$ cat config.mk
export PLATFORM = sky130hd
export DESIGN_NAME = ps2_scancode_decoder
export DESIGN_NICKNAME = d
export VERILOG_FILES = /design/src/rtl/ps2_pkg.sv /design/src/rtl/scancode_to_ascii.sv /design/src/rtl/ps2_scancode_decoder.sv
export SDC_FILE = /design/constraint.sdc
export NUM_CORES = 1
export LEC_CHECK = 0
export CAP_MARGIN = 5
export CORE_ASPECT_RATIO = 0.8
export CORE_UTILIZATION = 37
export CTS_CLUSTER_DIAMETER = 40
export DETAILED_ROUTE_END_ITERATION = 12
export GPL_TIMING_DRIVEN = 0
export PLACE_DENSITY = 0.57
export SKIP_CTS_REPAIR_TIMING = 1
export SLEW_MARGIN = 0
export SYNTH_ARGS = -nofsm -noshare
export SYNTH_HDL_FRONTEND = slang
export SYNTH_SLANG_ARGS = --single-unit
$ cat constraint.sdc
create_clock -name clk -period 3.86 [get_ports clk]
set_input_delay 0.386 -clock clk [delete_from_list [all_inputs] [get_ports clk]]
set_output_delay 0.386 -clock clk [all_outputs]
set_load 0.01 [all_outputs]
$ cat src/rtl/ps2_pkg.sv
// ============================================================================
// Module      : ps2_pkg
// Description : Shared constants and the handshake FSM state encoding for the
//               PS/2 Set-2 scan-code decoder.
// Revision    : 1.0 - initial release
// ============================================================================
`default_nettype none

package ps2_pkg;

    // Set-2 prefix bytes
    localparam logic [7:0] SC_EXT = 8'hE0;  // extended-key prefix
    localparam logic [7:0] SC_BRK = 8'hF0;  // break (key release) prefix

    // FIFO pop handshake states
    typedef enum logic [1:0] {
        ST_IDLE = 2'd0,
        ST_POP  = 2'd1,
        ST_WAIT = 2'd2
    } state_t;

endpackage : ps2_pkg

`default_nettype wire

$ cat src/rtl/scancode_to_ascii.sv
// ============================================================================
// Module      : scancode_to_ascii
// Description : Combinational Set-2 scan code to ASCII lookup. Covers the
//               letters a-z, digits 0-9, space and enter. Extended codes and
//               every other code map to 8'h00.
// Revision    : 1.0 - initial release
// ============================================================================
`default_nettype none

module scancode_to_ascii (
    input  logic [7:0] code,
    input  logic       ext,
    output logic [7:0] ascii
);

    // ROM lookup; extended keys never carry a printable character
    always_comb begin
        ascii = 8'h00;
        if (!ext) begin
            case (code)
                8'h1C: ascii = 8'h61; // a
                8'h32: ascii = 8'h62; // b
                8'h21: ascii = 8'h63; // c
                8'h23: ascii = 8'h64; // d
                8'h24: ascii = 8'h65; // e
                8'h2B: ascii = 8'h66; // f
                8'h34: ascii = 8'h67; // g
                8'h33: ascii = 8'h68; // h
                8'h43: ascii = 8'h69; // i
                8'h3B: ascii = 8'h6A; // j
                8'h42: ascii = 8'h6B; // k
                8'h4B: ascii = 8'h6C; // l
                8'h3A: ascii = 8'h6D; // m
                8'h31: ascii = 8'h6E; // n
                8'h44: ascii = 8'h6F; // o
                8'h4D: ascii = 8'h70; // p
                8'h15: ascii = 8'h71; // q
                8'h2D: ascii = 8'h72; // r
                8'h1B: ascii = 8'h73; // s
                8'h2C: ascii = 8'h74; // t
                8'h3C: ascii = 8'h75; // u
                8'h2A: ascii = 8'h76; // v
                8'h1D: ascii = 8'h77; // w
                8'h22: ascii = 8'h78; // x
                8'h35: ascii = 8'h79; // y
                8'h1A: ascii = 8'h7A; // z
                8'h45: ascii = 8'h30; // 0
                8'h16: ascii = 8'h31; // 1
                8'h1E: ascii = 8'h32; // 2
                8'h26: ascii = 8'h33; // 3
                8'h25: ascii = 8'h34; // 4
                8'h2E: ascii = 8'h35; // 5
                8'h36: ascii = 8'h36; // 6
                8'h3D: ascii = 8'h37; // 7
                8'h3E: ascii = 8'h38; // 8
                8'h46: ascii = 8'h39; // 9
                8'h29: ascii = 8'h20; // space
                8'h5A: ascii = 8'h0D; // enter
                default: ascii = 8'h00;
            endcase
        end
    end

endmodule : scancode_to_ascii

`default_nettype wire

$ cat src/rtl/ps2_scancode_decoder.sv
// ============================================================================
// Module      : ps2_scancode_decoder
// Description : Pops bytes from the ps2_keyboard FIFO (ready / nextdata_n
//               handshake, one byte per 3 clocks), tracks the E0/F0 prefixes
//               and emits make/break key events with code, ASCII, held flag
//               and a wrapping press counter.
//               Optional build macro: TYPEMATIC_FILTER_EN - auto-repeat makes
//               of the held key still pulse ev_valid but are not counted.
// Revision    : 1.0 - initial release
// ============================================================================
`default_nettype none

module ps2_scancode_decoder
    import ps2_pkg::*;
#(
    parameter int CNT_W = 8
) (
    input  logic             clk,
    input  logic             clrn,
    input  logic [7:0]       kbd_data,
    input  logic             kbd_ready,
    input  logic             kbd_overflow,
    output logic             nextdata_n,
    output logic [7:0]       key_code,
    output logic             key_ext,
    output logic [7:0]       key_ascii,
    output logic             key_down,
    output logic             ev_valid,
    output logic             ev_break,
    output logic [CNT_W-1:0] press_count,
    output logic             ovf_sticky
);

    state_t           r_state;
    state_t           w_state_nxt;
    logic [7:0]       r_byte;
    logic             r_ext_f;
    logic             r_brk_f;

    logic             w_ndn_nxt;
    logic [7:0]       w_byte_nxt;
    logic             w_ext_nxt;
    logic             w_brk_nxt;
    logic [7:0]       w_code_nxt;
    logic             w_kext_nxt;
    logic [7:0]       w_ascii_nxt;
    logic             w_down_nxt;
    logic             w_ev_valid_nxt;
    logic             w_ev_break_nxt;
    logic [CNT_W-1:0] w_cnt_nxt;

    logic [7:0]       w_lookup;
    logic             w_match;
    logic             w_count_en;

    scancode_to_ascii u_rom (
        .code  (r_byte),
        .ext   (r_ext_f),
        .ascii (w_lookup)
    );

    // The latched byte names the same key as the last reported event
    assign w_match = (r_byte == key_code) && (r_ext_f == key_ext);

`ifdef TYPEMATIC_FILTER_EN
    // A make for the key already held is auto-repeat and is not counted
    assign w_count_en = !(key_down && w_match);
`else
    assign w_count_en = 1'b1;
`endif

    // Handshake state register
    always_ff @(posedge clk or negedge clrn) begin
        if (!clrn) begin
            r_state <= ST_IDLE;
        end else begin
            r_state <= w_state_nxt;
        end
    end

    // Next-state, pop strobe and byte interpretation
    always_comb begin
        w_state_nxt    = r_state;
        w_ndn_nxt      = 1'b1;
        w_byte_nxt     = r_byte;
        w_ext_nxt      = r_ext_f;
        w_brk_nxt      = r_brk_f;
        w_code_nxt     = key_code;
        w_kext_nxt     = key_ext;
        w_ascii_nxt    = key_ascii;
        w_down_nxt     = key_down;
        w_ev_valid_nxt = 1'b0;
        w_ev_break_nxt = ev_break;
        w_cnt_nxt      = press_count;
        case (r_state)
            ST_IDLE: begin
                if (kbd_ready) begin
                    w_byte_nxt  = kbd_data;
                    w_state_nxt = ST_POP;
                    w_ndn_nxt   = 1'b0;   // strobe is low for the whole POP cycle
                end
            end
            ST_POP: begin
                w_state_nxt = ST_WAIT;
                if (r_byte == SC_EXT) begin
                    w_ext_nxt = 1'b1;
                end else if (r_byte == SC_BRK) begin
                    w_brk_nxt = 1'b1;
                end else begin
                    w_ext_nxt      = 1'b0;
                    w_brk_nxt      = 1'b0;
                    w_ev_valid_nxt = 1'b1;
                    w_ev_break_nxt = r_brk_f;
                    w_code_nxt     = r_byte;
                    w_kext_nxt     = r_ext_f;
                    if (r_brk_f) begin
                        if (w_match) begin
                            w_down_nxt = 1'b0;
                        end
                    end else begin
                        w_down_nxt  = 1'b1;
                        w_ascii_nxt = w_lookup;
                        if (w_count_en) begin
                            w_cnt_nxt = press_count + CNT_W'(1);
                        end
                    end
                end
            end
            ST_WAIT: begin
                // Let the FIFO's ready settle after the pop before re-sampling
                w_state_nxt = ST_IDLE;
            end
            default: begin
                w_state_nxt = ST_IDLE;
            end
        endcase
    end

    // Datapath and output registers
    always_ff @(posedge clk or negedge clrn) begin
        if (!clrn) begin
            nextdata_n  <= 1'b1;
            r_byte      <= 8'h00;
            r_ext_f     <= 1'b0;
            r_brk_f     <= 1'b0;
            key_code    <= 8'h00;
            key_ext     <= 1'b0;
            key_ascii   <= 8'h00;
            key_down    <= 1'b0;
            ev_valid    <= 1'b0;
            ev_break    <= 1'b0;
            press_count <= '0;
            ovf_sticky  <= 1'b0;
        end else begin
            nextdata_n  <= w_ndn_nxt;
            r_byte      <= w_byte_nxt;
            r_ext_f     <= w_ext_nxt;
            r_brk_f     <= w_brk_nxt;
            key_code    <= w_code_nxt;
            key_ext     <= w_kext_nxt;
            key_ascii   <= w_ascii_nxt;
            key_down    <= w_down_nxt;
            ev_valid    <= w_ev_valid_nxt;
            ev_break    <= w_ev_break_nxt;
            press_count <= w_cnt_nxt;
            ovf_sticky  <= ovf_sticky | kbd_overflow;
        end
    end

endmodule : ps2_scancode_decoder

`default_nettype wire
==> flow_summary.ini <==
[pwr]
ir_drop_mv = 0.298
p_leak_nw = 1.27
power_density_nw_per_um2 = 640
finalPower_w = 0.00195

[global_route]
grt_antenna_before_repair = 0
grt_pass1_vias = 1931
grt_use_total_pct = 20.1
grt_pass1_wl_um = 10400
grt_max_degree = 40
globalRouteOverflowTotal = 0

[synthesis]
synth_area_um2 = 2420
synth_edf_count = 0
synth_area_leaders = dfrtp_1 (41%), mux2_2 (5.6%), xnor2_1 (4.3%)
syn_avg_cell_area_um2 = 9.57
yosysSeqAreaShare_pct = 42.4
synth_seq_cells = 41
syn_inst = 253
yosysWarnings = 0
yosys.area.top_type = dfrtp_1
synthFlopType = dfrtp_1
synth_fp_nets = 273
yosys.cell_types.count = 53
async_flop_share_pct = 100
synth_top_area_share_pct = 41.3

[cts]
cts.sinks = 41
htreeDepth = 2
cts_tree = done
cts_root_buffer = clkbuf_8
path_clk_slew_ns = 0.09
cts_max_path_buffers = 2
cts-buffers-inserted = 5
clk_latency_ns = 0.30

[drt]
drc = 0
num_vias = 2067
vias_per_cell = 5.38
ant_nets = 0
wl_um = 6450
drt_iter0_drc = 151
drt-wirelength-per-cell_um = 16.8
drtPass1Iterations = 4

[cells_and_area]
n_antenna_cell = 0
drive_gt1_share_pct = 14.2
multiInputGateArea_um2 = 1280
fillCellCount = 609
regArea_um2 = 1030
nNetsFinal = 322
syn2layout_area_growth_pct = 25.6

[floorplanning]
die_w_um = 92.4
dieArea_um2 = 6870
io_pins = 42
coreArea_um2 = 6100
start_util_pct = 39.7
die_h_um = 74.4
row_count = 25

[timing]
fin_crit_sh_pct = 75.2
slew_violations = 0
worstMarginPinSlew_ns = 0.602
min_period_ns = 2.90
finalHoldViolCount = 0
relSlewSlack_pct = 59.9
rsz0062_at_grt = false
fin_skew_ns = 0.0158
max_freq_mhz = 345
setup_tns_ns = 0
finalSetupViolCount = 0

[worst_setup_path]
crit_path_start_kind = flop
end_kind = flop
worst_r2r_endpoint = key_code[4]
cp.arrival_ns = 3.08
reg2reg_depth = 7
cp_max_fo = 10
cp_slowest_cell = clkbuf_1
path_class = flop to flop
cp.required_ns = 4.04
r2r-start = r_byte[1]
crit_chain = clkbuf_1, inv_1, ha_1, and3_2, a31oi_1, buf_4, mux2_2
rrSetupSlack_ns = 0.96
max_stage_delay_ns = 0.47

[run_status]
status = finished clean

[place]
port_buffers = 40
dp_hpwl_um = 4650
place_congestion = 0.947

[job]
cap_violations = 0

[worst_hold_path]
hold_class = input port to async pin
## registers in the layout (all words and copies together), names as in the netlist
register and count:
ev_valid 1, press_count 8, ev_break 1, r_ext_f 1
key_ascii 7, nextdata_n 1, r_byte 8, r_brk_f 1
ovf_sticky 1, r_state 2, key_ext 1, key_code 8
key_down 1
## cell usage after synthesis (all sizes together), types with 2 or more instances
cell type / count
a211oi: 4
a21oi: 19
a22oi: 2
a31oi: 6
a32oi: 2
and3: 2
buf: 13
clkbuf: 4
dfrtp: 40
ha: 8
inv: 7
mux2: 12
mux2i: 3
nand2: 25
nand2b: 5
nand3: 6
nand4: 5
nor2: 17
nor2b: 5
nor3: 3
o211ai: 3
o21a: 3
o21ai: 21
o22ai: 2
or3: 2
xnor2: 12
xor2: 4
## worst max-delay path by stage
stage                  end  slack [ns]  cells past startpoint       from
2_1_floorplan  key_code[0]        1.61                      7  r_byte[1]
3_3_place_gp   key_code[7]        0.92                      7  r_byte[1]
3_5_place_dp   key_code[0]        1.03                      7  r_byte[1]
4_1_cts        key_code[4]        0.99                      7  r_byte[1]
5_1_grt        key_code[4]        0.77                      7  r_byte[1]
6_report       key_code[4]        0.96                      7  r_byte[1]
## cells in the final DEF (no fill, tap or decap), types with 5 or more instances in the layout
cell	Yosys	final
a31oi_1	6	6
inv_1	7	7
nand2_1	25	25
mux2_2	12	12
dfrtp_1	40	40
nand2b_1	5	5
xnor2_1	12	12
nand4_1	5	5
buf_2	8	9
nor2b_1	5	5
ha_1	8	8
a21oi_1	19	19
nor2_1	16	16
o21ai_0	20	20
clkbuf_8	0	5
clkdlybuf4s50_1	0	39
## cell type report
class	count	area share, %
multi-input combinational	188	42.0
sequential	41	33.8
timing repair buffer	42	14.0
tap	81	3.33
buffer	17	2.92
clock buffer	5	2.26
inverter	7	0.864
clock inverter	3	0.823
## critical path, delay by kind of cell, from the launching register on
family	cells	cell delay, ns
buf+inv	3	1.02
flops	1	0.41
fa+ha+maj	1	0.39
compound gates	1	0.37
mux	1	0.34
simple gates	1	0.26
## cell families after synthesis
family	after synthesis	share of synthesized area (%)
AOI/OAI and AO/OA	73	19.0
muxes	16	7.75
and+or+nand+nor	74	16.0
buffers and inverters	24	4.75
DFF	41	42.4
adders and majority gates	8	4.13
other	1	0.155
xor gates and xnor gates	16	5.79
## where the power goes
part | switching, W | internal, W
combinational | 0.000479 | 0.000465
clock | 0.000169 | 0.000131
sequential | 0.000137 | 0.000566
## stage by stage
step | utilization, % | hold WS, ns | cell area, µm² | cells | setup slack [ns]
final | 49.9 | 0.441 | 3040 | 384 | 0.959
after global routing | 49.9 | 0.438 | 3040 | 384 | 0.772
after CTS | 49.7 | -0.121 | 3030 | 383 | 0.985
after detailed placement | 48.2 | 0.209 | 2940 | 375 | 1.03
after global placement | 47.9 | 0.448 | 2920 | 374 | 0.921
after floorplan | - | 0.0904 | 2420 | 253 | 1.61
## layer usage
metal,vias to the layer above,wire (µm),GRT usage (%),part of all wire [%]
li1,1005,-,-,-
met5,-,0,0,0
met2,80,2690,29.6,42
met1,978,3260,29.9,51
met3,4,445,3.99,6.9
met4,0,51,6.08,0.79
(Power assumes the default switching activity.)
